`src/rtl/video_cap2.sv`:
```
// video_cap2: AXI4-Stream video sink that grabs one IMGW x IMGH window of an
// SCRW x SCRH frame into a single-port BRAM write port.
//
// Ports:
//   clk, rst          clock, asynchronous active-high reset
//   start             one-cycle pulse arming a single-frame capture
//   offw, offh        window x/y offset, latched when start is accepted
//   s_axis_*          slave video stream (tuser = SOF, tlast = EOL)
//   bram_we_o/addr_o/data_o  BRAM write port, one cycle after the pixel beat
//   busy              high while waiting for SOF or capturing
//   done              one-cycle pulse when the captured frame ends
//   err_sof, err_eol  sticky framing errors, cleared by the next start
module video_cap2 #(
    parameter int unsigned DATAW = 24,
    parameter int unsigned SCRW  = 1920,
    parameter int unsigned SCRH  = 1080,
    parameter int unsigned IMGW  = 320,
    parameter int unsigned IMGH  = 240
) (
    input  logic             clk,
    input  logic             rst,
    input  logic             start,
    input  logic [12:0]      offw,
    input  logic [12:0]      offh,
    input  logic [DATAW-1:0] s_axis_tdata,
    input  logic             s_axis_tvalid,
    output logic             s_axis_tready,
    input  logic             s_axis_tuser,
    input  logic             s_axis_tlast,
    output logic             bram_we_o,
    output logic [16:0]      bram_addr_o,
    output logic [DATAW-1:0] bram_data_o,
    output logic             busy,
    output logic             done,
    output logic             err_sof,
    output logic             err_eol
);

    localparam int unsigned CW = 13;  // pixel/line counter width
    localparam int unsigned WW = 14;  // window compare width (no wrap)
    localparam int unsigned AW = 17;  // BRAM address width

    typedef enum logic [1:0] {IDLE, WAIT_SOF, CAPTURE, DONE} state_t;

    state_t            state_q, state_d;
    logic [CW-1:0]     offw_q, offw_d, offh_q, offh_d;
    logic [CW-1:0]     x_q, x_d, y_q, y_d;
    logic [AW-1:0]     waddr_q, waddr_d, row_base_q, row_base_d;
    logic              tready_q, tready_d;
    logic              we_q, we_d;
    logic [AW-1:0]     addr_q, addr_d;
    logic [DATAW-1:0]  data_q, data_d;
    logic              busy_q, busy_d, done_q, done_d;
    logic              err_sof_q, err_sof_d, err_eol_q, err_eol_d;

    // Per-beat decode: a tuser beat is always pixel (0,0) with fresh row/write bases
    logic              beat_c, proc_c, at_last_c, eol_c, in_x_c, in_y_c;
    logic [CW-1:0]     px_c, py_c;
    logic [AW-1:0]     base_c, wbase_c, wr_addr_c;
    logic [WW-1:0]     x_lo_c, x_hi_c, y_lo_c, y_hi_c;

    always_comb begin
        beat_c    = s_axis_tvalid & tready_q;
        proc_c    = beat_c & (((state_q == WAIT_SOF) & s_axis_tuser) | (state_q == CAPTURE));
        px_c      = s_axis_tuser ? '0 : x_q;
        py_c      = s_axis_tuser ? '0 : y_q;
        base_c    = s_axis_tuser ? '0 : row_base_q;
        wbase_c   = s_axis_tuser ? '0 : waddr_q;
        x_lo_c    = {1'b0, offw_q};
        x_hi_c    = x_lo_c + WW'(IMGW);
        y_lo_c    = {1'b0, offh_q};
        y_hi_c    = y_lo_c + WW'(IMGH);
        in_x_c    = ({1'b0, px_c} >= x_lo_c) && ({1'b0, px_c} < x_hi_c);
        in_y_c    = ({1'b0, py_c} >= y_lo_c) && ({1'b0, py_c} < y_hi_c);
        at_last_c = (px_c == CW'(SCRW - 1));
        eol_c     = s_axis_tlast | at_last_c;
        // First in-window pixel of a line always sits at x == offw
        wr_addr_c = (px_c == offw_q) ? base_c : wbase_c;
    end

    // Next-state and next-register logic
    always_comb begin
        state_d    = state_q;
        offw_d     = offw_q;
        offh_d     = offh_q;
        x_d        = x_q;
        y_d        = y_q;
        waddr_d    = waddr_q;
        row_base_d = row_base_q;
        tready_d   = 1'b1;
        we_d       = 1'b0;
        addr_d     = addr_q;
        data_d     = data_q;
        err_sof_d  = err_sof_q;
        err_eol_d  = err_eol_q;

        case (state_q)
            IDLE: begin
                if (start) begin
                    state_d    = WAIT_SOF;
                    offw_d     = offw;
                    offh_d     = offh;
                    err_sof_d  = 1'b0;
                    err_eol_d  = 1'b0;
                    x_d        = '0;
                    y_d        = '0;
                    waddr_d    = '0;
                    row_base_d = '0;
                end
            end
            DONE:    state_d = IDLE;
            default: ;
        endcase

        if (proc_c) begin
            if (state_q == WAIT_SOF) begin
                state_d = CAPTURE;
            end else if (s_axis_tuser) begin
                err_sof_d = 1'b1;
            end

            row_base_d = base_c;
            if (in_x_c && in_y_c) begin
                we_d    = 1'b1;
                addr_d  = wr_addr_c;
                data_d  = s_axis_tdata;
                waddr_d = wr_addr_c + AW'(1);
            end else begin
                waddr_d = wbase_c;
            end

            if (eol_c) begin
                if (s_axis_tlast != at_last_c) begin
                    err_eol_d = 1'b1;
                end
                x_d = '0;
                y_d = py_c + CW'(1);
                if (in_y_c) begin
                    row_base_d = base_c + AW'(IMGW);
                end
                if (py_c == CW'(SCRH - 1)) begin
                    state_d = DONE;
                end
            end else begin
                x_d = px_c + CW'(1);
                y_d = py_c;
            end
        end

        busy_d = (state_d == WAIT_SOF) || (state_d == CAPTURE);
        done_d = (state_d == DONE);
    end

    // State and output registers
    always_ff @(posedge clk or posedge rst) begin
        if (rst) begin
            state_q    <= IDLE;
            offw_q     <= '0;
            offh_q     <= '0;
            x_q        <= '0;
            y_q        <= '0;
            waddr_q    <= '0;
            row_base_q <= '0;
            tready_q   <= 1'b0;
            we_q       <= 1'b0;
            addr_q     <= '0;
            data_q     <= '0;
            busy_q     <= 1'b0;
            done_q     <= 1'b0;
            err_sof_q  <= 1'b0;
            err_eol_q  <= 1'b0;
        end else begin
            state_q    <= state_d;
            offw_q     <= offw_d;
            offh_q     <= offh_d;
            x_q        <= x_d;
            y_q        <= y_d;
            waddr_q    <= waddr_d;
            row_base_q <= row_base_d;
            tready_q   <= tready_d;
            we_q       <= we_d;
            addr_q     <= addr_d;
            data_q     <= data_d;
            busy_q     <= busy_d;
            done_q     <= done_d;
            err_sof_q  <= err_sof_d;
            err_eol_q  <= err_eol_d;
        end
    end

    assign s_axis_tready = tready_q;
    assign bram_we_o     = we_q;
    assign bram_addr_o   = addr_q;
    assign bram_data_o   = data_q;
    assign busy          = busy_q;
    assign done          = done_q;
    assign err_sof       = err_sof_q;
    assign err_eol       = err_eol_q;

endmodule

```
`config.mk`:
```
export PLATFORM = sky130hd
export DESIGN_NAME = video_cap2
export DESIGN_NICKNAME = d
export VERILOG_FILES = /design/src/rtl/video_cap2.sv
export SDC_FILE = /design/constraint.sdc
export NUM_CORES = 1
export LEC_CHECK = 0
export ABC_AREA = 1
export BUFFER_PORTS_ARGS = -buffer_cell sky130_fd_sc_hd__buf_2
export CAP_MARGIN = 20
export CORE_MARGIN = 2
export CORE_UTILIZATION = 55
export DETAILED_ROUTE_END_ITERATION = 7
export PLACE_DENSITY = 0.82
export SYNTH_ARGS = -nofsm -noshare
export SYNTH_HDL_FRONTEND = slang
export SYNTH_SLANG_ARGS = --single-unit
```
`constraint.sdc`:
```
create_clock -name clk -period 7.7 [get_ports clk]
set_input_delay 1.155 -clock clk [delete_from_list [all_inputs] [get_ports clk]]
set_output_delay 1.155 -clock clk [all_outputs]
set_load 0.02 [all_outputs]
```
==> impl_metrics.toml, run 1 <==
[worst_setup_path]
crit_path_start_kind = "input port"
critPathRequiredTime_ps = 7990
ff2ff_path_depth = 16
endpoint_kind = "flip-flop"
crit_fanout = 57
setup.worst_path.class = "input port to flip-flop"
crit_arrival_ps = 4930

[layout]
antenna_cells = 0
area_delta_synth_final_pct = 13.8
regArea_um2 = 3380
nets = 1381
finish.utilization_pct = 64.2
multi_input_area_um2 = 4470
fillers = 1290
final_area_um2 = 9760
drive_gt1_share_pct = 14.3

[grt]
grt_pass1_wl_um = 34100
grt_use_total_pct = 25.6
overflow = 0
use_met3_pct = 5.74
grt_util_met2_pct = 43.4
antenna_found_initial = 0
grt.met1_usage_pct = 32.9
grt_max_degree = 84
top_usage_layer = "met2"
grt_pass1_vias = 7476

[routing]
drc = 0
wire_per_inst_um = 14.1
viasPerCell = 5.38
dr.pass1.iters = 6
antenna_left = 0
first_iter_violations = 691
vias = 7923
finalWirelength_um = 20700

[yosys]
yosysWarnings = 0
synth_seq_cells = 135
async_flop_share_pct = 100
synth_cell_type_count = 45
syn_inst = 1183
syn_area_um2 = 8570
postSynthAreaPerCell_um2 = 7.25
synth-edff-count = 0
ys.flop_type = "dfrtp_1"
syn_nets = 1293
yosysSeqAreaShare_pct = 39.4

[clocking]
clock_sinks = 135
clk_latency_ps = 430
postCtsSetupBuffers = 0
h-tree-depth = 4
cts_root_buffer = "clkbuf_16"
clkSlewWorstSetupHoldPaths_ps = 60
cts_inserted_buffers = 17
clk_path_buf_depth = 2
cts_hold_buf = 0
tritoncts = "built"
cts_resized = 0

[timing]
finalMaxSlewViolations = 0
worst_slew_pin_slew_ps = 877
max_freq_mhz = 215
slew_headroom_pct = 41.2
finalCritPeriodShare_pct = 60.4
final.setup.tns_ps = 0
fin_skew_ps = 8.37
finalHoldViolCount = 0
setup_violations = 0
rsz0062_at_grt = "false"
finalCriticalPeriod_ps = 4650

[die]
fp.dieArea_um2 = 16600
core_area_um2 = 15200
chipHeight_um = 129
rows = 45
io_pins = 103
die_w_um = 129
start_util_pct = 56.4

[hold_path]
hold-path-cell-count = 2
hp-class = "flip-flop to flip-flop"

[power_and_ir_drop]
comb_power_share_pct = 28.4
p_int_uw = 1500
power.switching_uw = 808
p_per_area_nw_per_um2 = 236
clockPowerShare_pct = 35.0
p_total_uw = 2310
ir_drop_v = 0.000214
leakagePower_uw = 0.00528
seqPwrFrac_pct = 36.5
sw_frac_of_total_pct = 35.0

[placement]
io_buffers = 102
place_congestion = 0.921
placed_area_um2 = 9160
hpwl_um = 14300

[run_status]
status = "finished clean"

[run]
maxCapViolations = 0
## metrics by stage
| step | hold WS [ps] | setup WS [ps] | instances |
|---|---|---|---|
| after floorplan | 449 | 2930 | 1183 |
| after global placement | 449 | 2720 | 1439 |
| after detailed placement | 454 | 2620 | 1439 |
| after CTS | 468 | 3030 | 1471 |
| after global routing | 476 | 2580 | 1472 |
| final | 462 | 3050 | 1472 |
## power by group through the flow
stage / clock [uW] / sequential (uW) / combinational, uW
floorplan: 0 / 853 / 482
detailed placement: 0 / 854 / 649
global route: 847 / 850 / 747
global placement: 0 / 852 / 624
CTS: 811 / 842 / 657
finish: 808 / 843 / 655
## cells in the final DEF, fill, tap and decap left out, types with 2 or more instances in the layout
cell type / n
buf_2: 102
buf_4: 5
a32o_1: 2
nand2_1: 362
clkinv_4: 3
inv_1: 130
inv_2: 6
ha_1: 54
nor2_4: 6
clkbuf_16: 17
a21o_1: 2
bufinv_16: 2
nand3_1: 76
nand4_1: 20
nand3b_1: 8
nor2_2: 6
xnor2_1: 3
clkinv_2: 5
o21ai_1: 14
o21ai_0: 47
nand2_2: 7
nor3_1: 15
nor2_1: 133
o21ai_2: 6
dfrtp_1: 135
o32ai_1: 2
clkinvlp_4: 3
clkbuf_1: 2
nor3_2: 4
or2_2: 3
mux2_2: 2
a21oi_1: 53
o22ai_1: 14
xor2_1: 18
## cell families (layout without fill, tap and decap cells)
group | after synthesis | in the layout | share of synthesized area (%)
adders and majority gates | 54 | 54 | 7.88
and+or+nand+nor | 648 | 648 | 32.5
xor gates and xnor gates | 21 | 21 | 2.15
DFF | 135 | 135 | 39.4
AOI/OAI and AO/OA | 144 | 144 | 9.24
buffers and inverters | 178 | 279 | 8.54
other | 1 | 1 | 0.0437
muxes | 2 | 2 | 0.263
## final timing paths
check,start,endpoint,slack [ps]
worst min-delay path,bram_data_o[3],bram_data_o[3],460
min in group asynchronous,rst,bram_data_o[0],760
worst min register to register,bram_data_o[3],bram_data_o[3],460
worst max register to register,x_q[11],bram_addr_o[5],3930
max in group asynchronous,rst,waddr_q[11],5920
worst max-delay path,s_axis_tuser,bram_addr_o[5],3050
## Yosys cell counts, types with 5 or more instances
master	count	area share, %
nor2_2	6	0.44
nand4_1	20	1.5
a21oi_1	53	3.1
o21ai_0	47	2.7
ha_1	54	7.9
nand3b_1	8	0.70
buf_6	5	0.66
buf_2	20	1.2
nand2_2	6	0.44
clkbuf_1	13	0.57
o21ai_2	6	0.61
nor2_1	133	5.8
dfrtp_1	135	39
nand2_1	363	16
xor2_1	18	1.8
nor2_4	6	0.79
o21ai_1	14	0.82
nor3_1	15	0.88
inv_1	131	5.7
o22ai_1	14	1.0
inv_2	6	0.26
nand3_1	76	4.4
## state kept, by name, indices dropped and copies added (netlist names)
register	cells
done	1
bram_addr_o	17
bram_we_o	1
offh_q	13
state_q	2
err_eol	1
err_sof	1
offw_q	13
x_q	13
y_q	13
row_base_q	17
s_axis_tready	1
busy	1
bram_data_o	24
waddr_q	17
## final cells by class
| class | instances | area share [%] |
|---|---|---|
| Multi-Input combinational cell | 870 | 45.8 |
| Sequential cell | 135 | 34.6 |
| Timing Repair Buffer | 108 | 5.90 |
| Inverter | 139 | 5.41 |
| Clock buffer | 20 | 4.58 |
| Tap cell | 188 | 2.41 |
| Clock inverter | 12 | 1.32 |
## metal layers
metal | vias up | part of all wire, % | wire (um)
li1 | 3971 | - | -
met3 | 28 | 6.9 | 1440
met5 | - | 0 | 0
met4 | 0 | 1.4 | 297
met2 | 278 | 48 | 9900
met1 | 3646 | 44 | 9100
## worst max-delay path, stage by stage
cell and delay [ps]:
buf_2 70, buf_4 400, clkinv_2 430, nand2_1 260
inv_1 70, ha_1 270, nand2_1 50, inv_1 90
nand3_1 80, nor2_1 90, nand3b_1 70, nand3_1 370
nor2b_4 280, nand2_4 170, nor2_8 330, inv_2 430
nand2_1 210, o21ai_2 70
(Power assumes the default switching activity.)
==> inputs of run 2 (changes only) <==
==> config.mk (replaced) <==
export PLATFORM = sky130hd
export DESIGN_NAME = video_cap2
export DESIGN_NICKNAME = d
export VERILOG_FILES = /design/src/rtl/video_cap2.sv
export SDC_FILE = /design/constraint.sdc
export NUM_CORES = 1
export LEC_CHECK = 0
export ABC_AREA = 0
export BUFFER_PORTS_ARGS = -buffer_cell sky130_fd_sc_hd__buf_2
export CAP_MARGIN = 20
export CORE_MARGIN = 2
export CORE_UTILIZATION = 53
export DETAILED_ROUTE_END_ITERATION = 7
export PLACE_DENSITY = 0.83
export SYNTH_ARGS = -nofsm -noshare
export SYNTH_HDL_FRONTEND = slang
export SYNTH_SLANG_ARGS = --single-unit
==> constraint.sdc (replaced) <==
create_clock -name clk -period 4.05 [get_ports clk]
set_input_delay 0.6075 -clock clk [delete_from_list [all_inputs] [get_ports clk]]
set_output_delay 0.6075 -clock clk [all_outputs]
set_load 0.02 [all_outputs]
==> run 2 against run 1 <==
  * Sequential power increased by 95%
  * Power increased by 89%
  * Clock-buffer cell count increased by 1
  * Setup slack got worse by 2600 ps
  * Via count decreased by 20%
  * Wire length decreased by 17%
  * Cell area decreased by 6.1%
  * Sequential share of layout area increased by 2.3 points
  * Register-to-register slack got worse by 3500 ps
  * Hold slack got worse by 85 ps
  * Synthesized cell count decreased by 33%
  * Critical path type is now flip-flop to flip-flop
  * Largest cell class unchanged
==> impl_metrics.toml, run 2 <==
[layout]
mostFrequentLayoutCell = "dfrtp_1"
nets = 1015
final_cell_mix = "dfrtp_1, buf_2, nand2_1, mux2_2, o21ai_0"
drive_gt1_share_pct = 24.7
largest_register_ffs = 24
area_delta_synth_final_pct = 17.4
final_area_um2 = 9160
antenna_cells = 0

[power_and_ir_drop]
p_total_uw = 4350
ir_drop_v = 0.000323
p_per_area_nw_per_um2 = 475
leakagePower_uw = 0.00459

[clocking]
cts_hold_buf = 0
clk_latency_ps = 430
postCtsSetupBuffers = 0
cts_resized = 0
clk_path_buf_depth = 2
cts_root_buffer = "clkbuf_16"
clock_sinks = 135
tritoncts = "built"
clkSlewWorstSetupHoldPaths_ps = 60
h-tree-depth = 4
cts_inserted_buffers = 17

[yosys]
syn_area_um2 = 7800
synth_cell_type_count = 60
syn_nets = 908
synth_top_area_share_pct = 43.3
synth_seq_cells = 135
yosysSeqAreaShare_pct = 43.3
async_flop_share_pct = 100
ys.flop_type = "dfrtp_1"
postSynthAreaPerCell_um2 = 9.78
synth-edff-count = 0
syn_inst = 798
yosysWarnings = 0
synth_most_common_cell = "dfrtp_1"
yosysTopAreaCell = "dfrtp_1"
ys_top_cells_by_count = "dfrtp_1, nand2_1, mux2_2"
synth.area.top_cells = "dfrtp_1, mux2_2, ha_1"

[grt]
grt_use_total_pct = 22.6
overflow = 0
grt_max_degree = 136
grt_pass1_wl_um = 29100
grt_pass1_vias = 6102
antenna_found_initial = 0

[routing]
first_iter_violations = 508
drc = 0
viasPerCell = 5.77
dr.pass1.iters = 6
antenna_left = 0
wire_per_inst_um = 15.6
finalWirelength_um = 17200
vias = 6346

[worst_setup_path]
reg2reg_slack_ps = 430
crit_arrival_ps = 3910
setup.worst_path.class = "flip-flop to flip-flop"
critPathRequiredTime_ps = 4340
endpoint_kind = "flip-flop"
crit_path_start_kind = "flip-flop"
crit_fanout = 19

[timing]
finalHoldViolCount = 0
finalCritPeriodShare_pct = 89.4
worst_slew_pin_slew_ps = 958
slew_headroom_pct = 36.1
rsz0062_at_grt = "false"
max_freq_mhz = 276
setup_violations = 0
finalMaxSlewViolations = 0
finalCriticalPeriod_ps = 3620
fin_ws_ps = 431
fin_skew_ps = 9.95

[placement]
io_buffers = 102
hpwl_um = 12100
place_congestion = 0.875
dp_slack_ps = 233
placed_area_um2 = 8600

[run_status]
status = "finished clean"

[die]
chipHeight_um = 125
io_pins = 103
rows = 44
core_area_um2 = 14500
die_w_um = 125
fp.dieArea_um2 = 15700
start_util_pct = 53.9

[hold_path]
hp-class = "input port to asynchronous set/reset pin"

[run]
maxCapViolations = 0
run 2: layer usage:
layer / global-route usage, % / share of wire (%)
met5: 0 / 0
met4: 8.56 / 2.0
met1: 29.0 / 43
met2: 38.1 / 50
met3: 4.15 / 4.8
run 2: cells by family after synthesis:
| group | count (synthesis) | share of synthesized area [%] |
|---|---|---|
| xor gates and xnor gates | 33 | 3.70 |
| AOI/OAI and AO/OA | 162 | 12.6 |
| adders and majority gates | 54 | 8.66 |
| other | 1 | 0.0481 |
| buffers and inverters | 74 | 3.66 |
| muxes | 71 | 10.2 |
| and+or+nand+nor | 268 | 17.9 |
| DFF | 135 | 43.3 |
run 2: final cells by class:
cell class	instances	area [um2]
Fill cell	1155	5320
Multi-Input combinational cell	589	4160
Sequential cell	135	3380
Timing Repair Buffer	118	656
Clock buffer	21	460
Tap cell	184	230
Inverter	44	169
Clock inverter	9	101
run 2: final timing paths:
path / start / endpoint / depth (start not counted)
setup / recovery: offh_q[4] / waddr_q[9] / 14
hold / removal: rst / bram_data_o[1] / 3
setup reg to reg: offh_q[4] / waddr_q[9] / 14
hold reg to reg: waddr_q[13] / waddr_q[13] / 2
max in group asynchronous: rst / offh_q[6] / 3
min in group clk: offh[8] / offh_q[8] / 2
run 2: through the flow:
stage	utilization (%)	hold slack, ps	cells	TNS, ps
CTS	63.3	402	1100	0
finish	63.3	377	1100	0
global placement	59.4	467	1070	0
detailed placement	59.4	477	1070	0
global route	63.3	402	1100	0
floorplan	-	442	798	-24.3
run 2: power breakdown:
part           switching (uW)  internal (uW)
sequential                134           1510
combinational             699            513
clock                     567            926
run 2: worst max-delay path, cell delays in order, from the launching register on:
cell	delay, ps
dfrtp_1	400
inv_1	110
ha_1	250
a21oi_1	210
nand2_1	100
xnor2_1	140
ha_1	320
and3_1	190
nor4b_1	240
o41ai_1	130
a32o_1	240
and3_1	200
and2_2	370
inv_1	400
o21ai_0	180
